## config.mk

```make
export PLATFORM = sky130hd
export DESIGN_NAME = wb_sram_arbiter
export DESIGN_NICKNAME = d
export VERILOG_FILES = /design/src/rtl/wb_sram_arb_pkg.sv /design/src/rtl/wb_arb_timeout_cnt.sv /design/src/rtl/wb_sram_arbiter.sv
export SDC_FILE = /design/constraint.sdc
export NUM_CORES = 1
export LEC_CHECK = 0
export CAP_MARGIN = 20
export CORE_AREA = 5 5 119 121
export CTS_BUF_LIST = sky130_fd_sc_hd__clkbuf_2
export CTS_CLUSTER_DIAMETER = 100
export DETAILED_ROUTE_END_ITERATION = 8
export DIE_AREA = 0 0 124 126
export GPL_TIMING_DRIVEN = 0
export SYNTH_ARGS = -nofsm -noshare
export SYNTH_HDL_FRONTEND = slang
export SYNTH_SLANG_ARGS = --single-unit
```

## constraint.sdc

```tcl
create_clock -name clk_i -period 1.5 [get_ports clk_i]
set_clock_uncertainty 0.2 [all_clocks]
set_input_delay 0.15 -clock clk_i [delete_from_list [all_inputs] [get_ports clk_i]]
set_output_delay 0.15 -clock clk_i [all_outputs]
set_load 0.05 [all_outputs]
```

## src/rtl/wb_sram_arb_pkg.sv

```systemverilog
// Shared types and defaults for the two-master Wishbone SRAM arbiter.
// Latency: none (types and constants only).
// Backpressure: not applicable.
package wb_sram_arb_pkg;

  // Arbiter FSM: IDLE is the one-cycle bubble between grants, BUSY forwards the granted cycle.
  typedef enum logic {
    IDLE = 1'b0,
    BUSY = 1'b1
  } arb_state_t;

  // Current owner of the slave port.
  typedef enum logic [1:0] {
    GNT_NONE = 2'd0,
    GNT_M0   = 2'd1,
    GNT_M1   = 2'd2
  } gnt_t;

  // Default number of BUSY cycles without an ack before the cycle is errored out.
  localparam int TIMEOUT_DEF = 16;

endpackage

```

## src/rtl/wb_arb_timeout_cnt.sv

```systemverilog
// Bus-timeout counter: counts BUSY cycles without a slave ack and flags the last allowed one.
// Latency: expired is combinational from the registered count.
// Backpressure: none; the count saturates at TIMEOUT-1 until cleared.
module wb_arb_timeout_cnt
  import wb_sram_arb_pkg::*;
#(
  parameter int TIMEOUT = TIMEOUT_DEF
) (
  input  logic clk_i,
  input  logic rst_i,
  input  logic clr,
  input  logic en,
  output logic expired
);

  localparam int CNT_W = $clog2(TIMEOUT);
  localparam logic [CNT_W-1:0] LAST = CNT_W'(TIMEOUT - 1);

  logic [CNT_W-1:0] cnt;

  // Count enabled cycles from zero; hold at the terminal value so it never wraps.
  always_ff @(posedge clk_i) begin
    if (rst_i || clr) begin
      cnt <= '0;
    end else if (en && (cnt != LAST)) begin
      cnt <= cnt + CNT_W'(1);
    end
  end

  assign expired = (cnt == LAST);

endmodule

```

## src/rtl/wb_sram_arbiter.sv

```systemverilog
// Round-robin 2:1 Wishbone classic arbiter in front of the on-chip SRAM, with bus timeout.
// Latency: stb to slave one cycle after request; ack/err routed back combinationally.
// Backpressure: the losing master waits (no ack) until the mandatory IDLE bubble after the winner ends.
module wb_sram_arbiter
  import wb_sram_arb_pkg::*;
#(
  parameter int ADR_W   = 32,
  parameter int TIMEOUT = TIMEOUT_DEF
) (
  input  logic             clk_i,
  input  logic             rst_i,
  input  logic             m0_cyc_i,
  input  logic             m0_stb_i,
  input  logic             m0_we_i,
  input  logic [ADR_W-1:0] m0_adr_i,
  input  logic [3:0]       m0_sel_i,
  input  logic [31:0]      m0_dat_i,
  output logic [31:0]      m0_dat_o,
  output logic             m0_ack_o,
  output logic             m0_err_o,
  input  logic             m1_cyc_i,
  input  logic             m1_stb_i,
  input  logic             m1_we_i,
  input  logic [ADR_W-1:0] m1_adr_i,
  input  logic [3:0]       m1_sel_i,
  input  logic [31:0]      m1_dat_i,
  output logic [31:0]      m1_dat_o,
  output logic             m1_ack_o,
  output logic             m1_err_o,
  output logic             s_cyc_o,
  output logic             s_stb_o,
  output logic             s_we_o,
  output logic [ADR_W-1:0] s_adr_o,
  output logic [3:0]       s_sel_o,
  output logic [31:0]      s_dat_o,
  input  logic [31:0]      s_dat_i,
  input  logic             s_ack_i
);

  arb_state_t state;
  gnt_t       gnt;
  logic       prio_m1;   // 1: m1 wins the next tie, 0: m0 wins it

  logic m0_req;
  logic m1_req;
  logic busy;
  logic sel_req;
  logic tmo_expired;
  logic tmo_fire;
  logic term_ok;

  assign m0_req = m0_cyc_i & m0_stb_i;
  assign m1_req = m1_cyc_i & m1_stb_i;
  assign busy   = (state == BUSY);

  // Request of whichever master currently owns the slave.
  always_comb begin
    sel_req = 1'b0;
    case (gnt)
      GNT_M0:  sel_req = m0_req;
      GNT_M1:  sel_req = m1_req;
      default: sel_req = 1'b0;
    endcase
  end

  // Timeout only terminates a live cycle; an ack in the same cycle takes precedence.
  assign tmo_fire = busy & sel_req & ~s_ack_i & tmo_expired;

  // Counter is held at zero in IDLE so every BUSY entry starts counting from zero.
  wb_arb_timeout_cnt #(
    .TIMEOUT(TIMEOUT)
  ) u_tmo (
    .clk_i  (clk_i),
    .rst_i  (rst_i),
    .clr    (state == IDLE),
    .en     (busy & ~s_ack_i),
    .expired(tmo_expired)
  );

  // Arbitration FSM: grant in IDLE, leave BUSY on ack, timeout or abort.
  always_ff @(posedge clk_i) begin
    if (rst_i) begin
      state   <= IDLE;
      gnt     <= GNT_NONE;
      prio_m1 <= 1'b0;
    end else begin
      case (state)
        IDLE: begin
          if (m0_req && (!m1_req || !prio_m1)) begin
            gnt   <= GNT_M0;
            state <= BUSY;
          end else if (m1_req) begin
            gnt   <= GNT_M1;
            state <= BUSY;
          end
        end
        BUSY: begin
          if (s_ack_i || tmo_fire) begin
            // Completed or timed out: the other master gets the next tie.
            prio_m1 <= (gnt == GNT_M0);
            gnt     <= GNT_NONE;
            state   <= IDLE;
          end else if (!sel_req) begin
            // Master abandoned the cycle: no termination, priority untouched.
            gnt   <= GNT_NONE;
            state <= IDLE;
          end
        end
        default: begin
          gnt   <= GNT_NONE;
          state <= IDLE;
        end
      endcase
    end
  end

  // Slave side: forward the granted master only while BUSY, otherwise park at zero.
  always_comb begin
    s_cyc_o = busy & sel_req;
    s_stb_o = busy & sel_req;
    s_we_o  = 1'b0;
    s_adr_o = '0;
    s_sel_o = '0;
    s_dat_o = '0;
    if (busy) begin
      if (gnt == GNT_M1) begin
        s_we_o  = m1_we_i;
        s_adr_o = m1_adr_i;
        s_sel_o = m1_sel_i;
        s_dat_o = m1_dat_i;
      end else begin
        s_we_o  = m0_we_i;
        s_adr_o = m0_adr_i;
        s_sel_o = m0_sel_i;
        s_dat_o = m0_dat_i;
      end
    end
  end

  // Terminations are suppressed during reset so a slave ack racing the reset is dropped.
  assign term_ok = busy & ~rst_i;

  assign m0_ack_o = term_ok & (gnt == GNT_M0) & s_ack_i;
  assign m1_ack_o = term_ok & (gnt == GNT_M1) & s_ack_i;
  assign m0_err_o = term_ok & (gnt == GNT_M0) & tmo_fire;
  assign m1_err_o = term_ok & (gnt == GNT_M1) & tmo_fire;

  // Read data goes to both masters; only the acked one samples it.
  assign m0_dat_o = s_dat_i;
  assign m1_dat_o = s_dat_i;

endmodule
```

==> flow_metrics.py <==
metrics = {
    "finish": {
        "nNetsFinal": 757,
        "fillers": 1130,
        "drive_gt1_share_pct": 58.43,
        "final_cell_area_sq_um": 7024,
        "antennaDiodeCount": 0,
        "stdcell_count": 751,
        "multi_input_area_sq_um": 2905,
        "areaGrowthSynthToFinish_pct": 219.9,
        "seqCellArea_sq_um": 168.9,
    },
    "sta": {
        "rsz0062_at_grt": "yes",
        "min_period_ns": 2.038,
        "setup_viol": 79,
        "hold_slack_ns": 0.2601,
        "finalHoldViolCount": 0,
        "slew_headroom_pct": 65.70,
        "fmax_mhz": 490.7,
        "slew_violations": 0,
        "period_share_pct": 135.9,
        "setup_ws_ns": -0.5381,
        "worst_pin_slew_ns": 0.5129,
    },
    "worst_setup_path": {
        "required_ns": 1.15,
        "cp-start-kind": "register",
        "path_class": "register to output port",
        "crit_chain": "inv_4 > ha_4 > buf_12 > buf_12 > mux2i_2 > nor2b_4 > buf_2",
        "cp.arrival_ns": 1.69,
        "slowest_delay_ns": 0.36,
        "worst_path_most_repeated_cell": "buf_12",
        "crit_slowest_cell": "dfxtp_4",
        "endpoint_kind": "output port",
        "cpLargestDelayFamily": "buffers and inverters",
        "critPathBufInv": 4,
        "crit_fanout": 10,
    },
    "place": {
        "gp_congestion": 0.8127,
        "hpwlAfterDp_um": 9979,
        "pre_cts_ws_ns": -1.101,
        "io_buffers": 283,
        "placed_cell_area_sq_um": 5843,
        "dp_cells": 734,
    },
    "clock_tree": {
        "insertion_delay_ns": 0.24,
        "htree_num_levels": 1,
        "cts.sinks": 8,
        "cts_buffers": 3,
        "clock-root-buffer": "clkbuf_2",
        "path_clk_slew_ns": 0.08,
        "cts_tree": "yes",
        "clockBufferDepth": 2,
    },
    "hold_path": {
        "min-delay-path-class": "input pin to register",
    },
    "power_and_ir_drop": {
        "cellPowerDensity_nw_per_um2": 400.3,
        "ir_drop_v": 0.0002210,
        "p_leak_nw": 2.615,
    },
    "detailed_routing": {
        "wirelength_um": 11990,
        "drtPass1Iterations": 4,
        "ant_nets": 0,
        "wl_per_cell_um": 15.96,
        "drcViolationCount": 0,
        "vias_per_cell": 4.059,
        "first_iter_violations": 36,
        "routed-via-count": 3048,
    },
    "synth": {
        "yosys_warnings": 0,
        "synth_top_cell_area_share_pct": 32.36,
        "synth_area_per_cell_sq_um": 7.985,
        "synth_fp_nets": 455,
        "ys_types": 30,
        "synth_area_leader_cell": "mux2i_1",
        "ys_seq_elements": 8,
        "synth.area.top_cells": "mux2i_1, buf_4, nor2b_1",
        "synthCells": 275,
        "ys_seq_area_share_pct": 7.293,
        "synth_area_sq_um": 2196,
    },
    "floorplanning": {
        "die_h_um": 126,
        "coreArea_sq_um": 12980,
        "num_rows": 42,
        "start_util_pct": 16.92,
        "fp.dieW_um": 124,
        "top_level_ports": 316,
        "die_area_sq_um": 15620,
    },
    "global_route": {
        "grt_pass1_wl_um": 17580,
        "grt_max_degree": 11,
        "grt_usage_pct": 13.95,
        "grt_overflow": 0,
        "antenna_found_initial": 0,
        "grt_pass1_vias": 3406,
    },
    "job": {
        "drv_cap": 0,
    },
    "run_status": {
        "status": "finished with violations",
        "failed_checks": "negative setup slack",
    },
}
[Yosys cell counts]
| cell type | n |
|---|---|
| nand2b_1 | 4 |
| o31ai_1 | 1 |
| nand3_1 | 1 |
| a22oi_1 | 1 |
| ha_1 | 3 |
| a21o_1 | 1 |
| nor2b_1 | 70 |
| nor2_1 | 6 |
| nand4_1 | 1 |
| nor4bb_1 | 1 |
| inv_1 | 3 |
| buf_4 | 72 |
| clkbuf_1 | 7 |
| a21oi_4 | 1 |
| buf_2 | 2 |
| or2_2 | 1 |
| xnor2_1 | 1 |
| dfxtp_1 | 8 |
| nand2_2 | 1 |
| and3_1 | 1 |
| a31oi_1 | 1 |
| a21oi_1 | 3 |
| o32ai_2 | 1 |
| mux2i_1 | 71 |
| nor3_1 | 3 |
| a2111o_1 | 1 |
| nand3_2 | 1 |
| nand2_1 | 6 |
| xor2_1 | 1 |
| a31oi_4 | 1 |
[layout by cell type, fill, tap and decap left out, types with 3 or more instances in the layout]
master / count
clkbuf_16: 3
dfxtp_1: 5
clkdlybuf4s50_1: 206
clkbuf_4: 8
nand2b_1: 3
mux2i_2: 6
buf_12: 5
clkbuf_2: 9
buf_16: 4
buf_4: 97
buf_2: 6
buf_6: 31
nand2_1: 3
nor2b_4: 70
nand2_4: 3
buf_8: 9
nor2_1: 4
mux2i_4: 63
[registers in the layout, indices dropped and copies added, names as in the netlist]
| register | flops |
|---|---|
| u_tmo.cnt | 4 |
| gnt | 2 |
| busy | 1 |
| prio_m1 | 1 |
[final timing paths]
kind	startpoint	end	slack, ns	cells past startpoint
max	gnt[0]	s_dat_o[29]	-0.54	7
min	rst_i	busy	0.26	2
max reg2reg	gnt[0]	gnt[1]	-0.31	9
min reg2reg	prio_m1	prio_m1	0.32	2
[through the flow]
stage | utilization (%) | power, mW | TNS (ns)
floorplan | - | 1.481 | -10.93
global placement | 45.02 | 2.255 | -69.16
detailed placement | 45.02 | 2.273 | -69.64
CTS | 50.21 | 2.680 | -38.61
global route | 54.12 | 2.934 | -42.72
finish | 54.12 | 2.812 | -36.85
[worst register-to-register path, delay by kind of cell, from the launching register on]
family                   cells  cell delay, ns
AO/OA/AOI/OAI                2            0.41
adder cells (fa/ha/maj)      1            0.15
buffers and inverters        4            0.47
flip-flops                   1            0.36
AND/OR/NAND/NOR              2            0.13
[layout make-up]
cell class                 instances  share of cell area, %
sequential                         8                  2.405
buffer                            80                  10.14
inverter                           3                 0.1959
tap                              176                  3.135
timing repair buffer             298                  42.55
multi-input combinational        183                  41.36
clock buffer                       3                 0.2138
[report_power, final]
group,switching [mW],leakage [nW],total (mW),internal [mW]
registers,0.00899,0.0668,0.226,0.217
clock network,0.0742,0.0125,0.129,0.0545
logic,1.21,2.54,2.46,1.24
[logic make-up after synthesis]
| family | count (synthesis) | synth area share [%] |
|---|---|---|
| adder cells (fa/ha/maj) | 3 | 1.710 |
| flip-flops | 8 | 7.293 |
| XOR/XNOR | 2 | 0.7979 |
| buffers and inverters | 84 | 26.78 |
| multiplexers | 71 | 32.36 |
| AO/OA/AOI/OAI | 11 | 4.958 |
| AND/OR/NAND/NOR | 96 | 26.10 |
[routing by layer]
layer	track usage (%)	share of wire, %	up-vias
met3	5.516	14	17
met1	13.11	29	1370
met2	28.06	56	194
met5	0	0	-
li1	-	-	1467
met4	2.191	1.4	0
[timing repair]
item / 4_1_cts / 5_1_grt
gates resized for setup: 595 / 97
pin swaps: 6 / 3
buffers inserted: 9 / 3
endpoints found under the setup margin: 80 / 81
hold buffers: 0 / 0
cloned: 1 / 3
Note: power is estimated with default switching activity, not from simulation.
